File: src/rtl/player_move_ctrl.sv
// Player movement/score controller: tick divider, button arbitration, hit detection, respawn handshake.
// Optional DIAGONAL_MOVE_EN: arbitrate vertical and horizontal axes independently on each tick.
module player_move_ctrl #(
   parameter int unsigned TICK_DIV      = 500000,
   parameter int unsigned PLAYER_SIZE   = 16,
   parameter int unsigned POINT_SIZE    = 8,
   parameter int unsigned SCREEN_WIDTH  = 800,
   parameter int unsigned SCREEN_HEIGHT = 600,
   parameter int unsigned START_X       = 32,
   parameter int unsigned START_Y       = 32,
   parameter int unsigned SCORE_MAX     = 99
) (
   input  logic       clk,
   input  logic       rst_n,
   input  logic       start,
   input  logic       move_up,
   input  logic       move_down,
   input  logic       move_right,
   input  logic       move_left,
   input  logic       collision_up,
   input  logic       collision_down,
   input  logic       collision_right,
   input  logic       collision_left,
   input  logic [9:0] point_x,
   input  logic [9:0] point_y,
   input  logic       respawn_ack,
   output logic       respawn_req,
   output logic [9:0] xpos,
   output logic [9:0] ypos,
   output logic [7:0] score,
   output logic [1:0] state,
   output logic       tick
);

   typedef enum logic [1:0] {
      S_IDLE    = 2'd0,
      S_PLAY    = 2'd1,
      S_RESPAWN = 2'd2,
      S_WIN     = 2'd3
   } state_e;

   localparam int unsigned      DIV_W    = (TICK_DIV > 2) ? $clog2(TICK_DIV) : 1;
   localparam logic [DIV_W-1:0] DIV_LAST = DIV_W'(TICK_DIV - 1);
   localparam logic [10:0]      HIT_DIST = 11'(PLAYER_SIZE + POINT_SIZE);
   localparam logic [10:0]      LO_LIM   = 11'(PLAYER_SIZE);
   localparam logic [10:0]      X_LIM    = 11'(SCREEN_WIDTH - PLAYER_SIZE);
   localparam logic [10:0]      Y_LIM    = 11'(SCREEN_HEIGHT - PLAYER_SIZE);

   state_e           state_q, state_d;
   logic [DIV_W-1:0] div_q, div_d;
   logic [9:0]       xpos_q, xpos_d;
   logic [9:0]       ypos_q, ypos_d;
   logic [7:0]       score_q, score_d;

   logic        tick_w, hit_w;
   logic [10:0] x11, y11, px11, py11, dx_abs, dy_abs;
   logic        up_ok, down_ok, right_ok, left_ok;
   logic        can_up, can_down, can_right, can_left;
   logic [9:0]  nx, ny;

   // NOTE: state flops use non-blocking assignments so every flop samples pre-edge values.
   always_ff @(posedge clk or negedge rst_n) begin
      if (!rst_n) begin
         state_q <= S_IDLE;
         div_q   <= '0;
         xpos_q  <= 10'(START_X);
         ypos_q  <= 10'(START_Y);
         score_q <= '0;
      end else begin
         state_q <= state_d;
         div_q   <= div_d;
         xpos_q  <= xpos_d;
         ypos_q  <= ypos_d;
         score_q <= score_d;
      end
   end

   // Bounds and overlap are evaluated in 11 bits so subtraction cannot wrap.
   always_comb begin
      x11    = {1'b0, xpos_q};
      y11    = {1'b0, ypos_q};
      px11   = {1'b0, point_x};
      py11   = {1'b0, point_y};
      dx_abs = (x11 >= px11) ? (x11 - px11) : (px11 - x11);
      dy_abs = (y11 >= py11) ? (y11 - py11) : (py11 - y11);
      hit_w  = (state_q == S_PLAY) && (dx_abs < HIT_DIST) && (dy_abs < HIT_DIST);
      tick_w = (state_q == S_PLAY) && (div_q == DIV_LAST);

      up_ok    = move_up    & ~collision_up;
      down_ok  = move_down  & ~collision_down;
      right_ok = move_right & ~collision_right;
      left_ok  = move_left  & ~collision_left;

      can_up    = y11 > LO_LIM;
      can_down  = (y11 + 11'd1) < Y_LIM;
      can_right = (x11 + 11'd1) < X_LIM;
      can_left  = x11 > LO_LIM;
   end

   // NOTE: defaults first so every path assigns nx/ny and no latch is inferred.
   always_comb begin
      nx = xpos_q;
      ny = ypos_q;
`ifdef DIAGONAL_MOVE_EN
      if (up_ok) begin
         if (can_up) ny = ypos_q - 10'd1;
      end else if (down_ok) begin
         if (can_down) ny = ypos_q + 10'd1;
      end
      if (right_ok) begin
         if (can_right) nx = xpos_q + 10'd1;
      end else if (left_ok) begin
         if (can_left) nx = xpos_q - 10'd1;
      end
`else
      // The winning direction is final even when its bound blocks it.
      if (up_ok) begin
         if (can_up) ny = ypos_q - 10'd1;
      end else if (down_ok) begin
         if (can_down) ny = ypos_q + 10'd1;
      end else if (right_ok) begin
         if (can_right) nx = xpos_q + 10'd1;
      end else if (left_ok) begin
         if (can_left) nx = xpos_q - 10'd1;
      end
`endif
   end

   always_comb begin
      state_d = state_q;
      div_d   = div_q;
      xpos_d  = xpos_q;
      ypos_d  = ypos_q;
      score_d = score_q;
      unique case (state_q)
         S_IDLE: begin
            if (start) begin
               state_d = S_PLAY;
               div_d   = '0;
            end
         end
         S_PLAY: begin
            div_d = tick_w ? '0 : div_q + DIV_W'(1);
            if (tick_w) begin
               xpos_d = nx;
               ypos_d = ny;
            end
            if (hit_w) begin
               if (score_q < 8'(SCORE_MAX)) score_d = score_q + 8'd1;
               state_d = (({1'b0, score_q} + 9'd1) == 9'(SCORE_MAX)) ? S_WIN : S_RESPAWN;
            end
         end
         S_RESPAWN: begin
            if (respawn_ack) begin
               state_d = S_PLAY;
               div_d   = '0;
            end
         end
         S_WIN: begin
            if (start) begin
               state_d = S_PLAY;
               div_d   = '0;
               xpos_d  = 10'(START_X);
               ypos_d  = 10'(START_Y);
               score_d = '0;
            end
         end
         default: state_d = S_IDLE;
      endcase
   end

   always_comb begin
      respawn_req = (state_q == S_RESPAWN);
      tick        = tick_w;
      state       = state_q;
      xpos        = xpos_q;
      ypos        = ypos_q;
      score       = score_q;
   end

endmodule

File: config.mk
export PLATFORM = sky130hd
export DESIGN_NAME = player_move_ctrl
export DESIGN_NICKNAME = d
export VERILOG_FILES = /design/src/rtl/player_move_ctrl.sv
export SDC_FILE = /design/constraint.sdc
export NUM_CORES = 1
export LEC_CHECK = 0
export ABC_AREA = 1
export BUFFER_PORTS_ARGS = -buffer_cell sky130_fd_sc_hd__buf_2
export CORE_AREA = 2 2 105 107
export DETAILED_ROUTE_END_ITERATION = 8
export DIE_AREA = 0 0 107 109
export MAX_ROUTING_LAYER = met4
export PLACE_DENSITY = 0.76
export REMOVE_ABC_BUFFERS = 1
export SLEW_MARGIN = 40
export SYNTH_ARGS = -nofsm -noshare
export SYNTH_HDL_FRONTEND = slang
export SYNTH_SLANG_ARGS = --single-unit
File: constraint.sdc
create_clock -name clk -period 3.3 [get_ports clk]
set_input_delay 0.33 -clock clk [delete_from_list [all_inputs] [get_ports clk]]
set_output_delay 0.33 -clock clk [all_outputs]
set_load 0.01 [all_outputs]
==> results.ini <==
[pwr]
combinationalPowerShare_pct = 72.4
p_int_uw = 2250
p_sw_uw = 2810
leakage_uw = 0.00342
sequentialPowerShare_pct = 20.4
power_density_nw_per_um2 = 817
p_clk_share_pct = 7.2
p_sw_share_pct = 55.6
ir_worst_vdd_mv = 0.384

[finish]
final_util_pct = 58.4
num_antenna_cells = 0
syn_to_final_growth_pct = 10.2
instances_no_fill = 1091
nets = 1046
drive_gt1_share_pct = 10.9

[drt]
drtAntennaViolNets = 0
drc = 0
viasPerCell = 5.12
wl_per_cell_um = 12.2
firstDrtPassIters = 5
dr_total_vias = 5582
dr.first_iter.drc_count = 316
wl_mm = 13.3

[clock_network]
cts.repair.resized = 0
cts_tree = yes
htree_levels = 2
clk_pin_slew_ns = 0.10
clockBufferDepth = 2
clock_sinks = 49
root_buffer = clkbuf_8
clk_latency_ns = 0.31
cts_made_buffers = 5

[setup_path]
crit_start = ypos[5]$_DFFE_PN1P_
r2r_cells = 15
cp.arrival_ns = 3.03
path_class = reg -> reg
cp_max_fo = 12
endpoint_kind = flop
required_ns = 3.52
worst_setup_path_endpoint = score[6]$_DFFE_PN0P_
reg2reg_to = score[6]$_DFFE_PN0P_
regToRegStartpoint = ypos[5]$_DFFE_PN1P_
rrSetupSlack_ns = 0.49
critPathLaunchType = flop

[timing]
rsz0062_at_grt = no
finalCritPeriodShare_pct = 85.3
holdWs_ns = 0.476
fin_skew_ns = 0.0128
setup_viol = 0
final_hold_viol_count = 0
slew_viol_final = 0
relSlewSlack_pct = 55.5
fin_crit_ns = 2.81
fmax_mhz = 355
tightestPinTransition_ns = 0.667
tns_ns = 0

[place]
place_hpwl_mm = 10.9
globalplace.congestion = 0.912
portBuffers = 63
place_inst = 1082

[floorplan]
dieHeight_um = 109
num_rows = 38
io_pins = 64
dieArea_um2 = 11700
core_area_um2 = 10600
die_x_um = 107
initial_core_util_pct = 53.0

[logic_synthesis]
synth.largest_area_cell = dfrtp_1
synth_area_um2 = 5620
yosysWarnings = 0
syn_inst = 883
synth_common_cells = nand2_1, inv_1, nor2_1, ha_1, nand3_1
yosysUniqueCellTypes = 44
ys_async_sr_fraction_pct = 100
yosysTopAreaCellShare_pct = 20.9
yosysMostFrequentCell = nand2_1
synth_edf_count = 0
syn_area_per_cell_um2 = 6.36
synth_seq_cells = 49
ys.flop_type = dfrtp_1
synth.area.top_cells = dfrtp_1, nand2_1, ha_1, inv_1, nor2_1
synth_seq_area_share_pct = 21.9

[worst_hold_path]
min_path_type = reg -> reg
hp-start = div_q[18]$_DFFE_PN0P_

[grt]
grt_start_max_net_pins = 29
overflow = 0
antenna_found_initial = 0
grt_usage_pct = 24.4
grt_pass1_wl_mm = 22.6
first_global_vias = 5091

[run]
drv_cap = 0

[outcome]
status = complete, no violations

==> flip-flops by register name, summed over array words and instances (netlist names) <==
signal and cells:
xpos 10, div_q 19, ypos 10, score 8, state 2
==> what timing repair did <==
action,4_1_cts,5_1_grt
hold buffers,1,0
endpoints found under the hold margin,21,0
setup buffers,0,0
==> critical path: stages (launching register included) <==
cell     delay (ns)
dfstp_2        0.61
ha_1           0.33
a21oi_1        0.29
nand2_1        0.12
nand2_1        0.10
nand3_1        0.10
nor2_1         0.21
o21ai_1        0.12
nor2_1         0.11
nor2_1         0.05
nor2_1         0.09
nand2_1        0.11
nand2_2        0.20
nand2_2        0.14
nand2_1        0.10
nand2_1        0.05
==> power by group through the flow <==
stage	combinational (µW)	sequential, µW	clock [µW]
5_1_grt	4190	1060	399
6_report	3660	1030	366
3_5_place_dp	3620	1040	0
4_1_cts	3640	1030	375
2_1_floorplan	2760	1030	0
3_3_place_gp	3600	1040	0
==> layout by cell type, fill, tap and decap left out, types with 3 or more instances in the layout <==
cell type	instances
a21oi_1	40
nand4_1	18
a31oi_1	7
o22ai_1	9
xnor2_1	9
ha_1	62
xor2_1	18
o21ai_0	29
dfrtp_1	47
nand3_1	61
buf_2	63
clkinv_1	4
buf_4	4
o21a_1	4
nand2_2	6
nor3b_1	4
nor2_1	90
o21bai_1	4
inv_1	144
nand2_1	260
nand2_4	3
nand3b_1	4
nor2_4	3
nor3_1	18
clkbuf_8	5
a22oi_1	3
inv_2	3
==> per-layer routing <==
layer  wire (µm)  share of wire (%)  vias up  track usage [%]
li1            -                  -     2954                -
met1        6280                 47     2499             31.4
met2        6390                 48      112             41.5
met3         428                3.2       17             1.91
met4         233                1.7        0             6.77
met5           0                  0        -                -
==> layout make-up <==
type                    count  area, µm²
clock buffers               6       72.6
clock inverters             2       15.0
fillers                  1088       4410
inverters                 151        567
multi-input cells         675       3780
flip-flops and latches     49       1230
well taps                 140        175
repair buffers             68        355
==> logic make-up after synthesis <==
logic type	count (synthesis)	synth area share (%)
fa+ha+maj	64	14.5
buf+inv	159	10.9
simple gates	477	37.4
compound gates	107	11.1
flops	49	21.9
xor+xnor	27	4.21
==> worst min-delay path by stage <==
stage                     slack (ns)                     to  cells after the start
after floorplan                 0.03   div_q[0]$_DFFE_PN0P_                      0
after global placement          0.32    ypos[1]$_DFFE_PN0P_                      1
after detailed placement        0.33    ypos[1]$_DFFE_PN0P_                      1
after CTS                       0.47  div_q[18]$_DFFE_PN0P_                      1
after global routing            0.49  div_q[18]$_DFFE_PN0P_                      1
final                           0.48  div_q[18]$_DFFE_PN0P_                      1
==> stage by stage <==
step | setup WS (ns) | total power, µW | instance area (µm²)
2_1_floorplan | 0.914 | 3790 | 5570
3_3_place_gp | 0.573 | 4640 | 6090
3_5_place_dp | 0.544 | 4660 | 6090
4_1_cts | 0.528 | 5040 | 6190
5_1_grt | 0.198 | 5650 | 6190
6_report | 0.486 | 5060 | 6190
No activity file was read; power rests on OpenSTA's default activity.
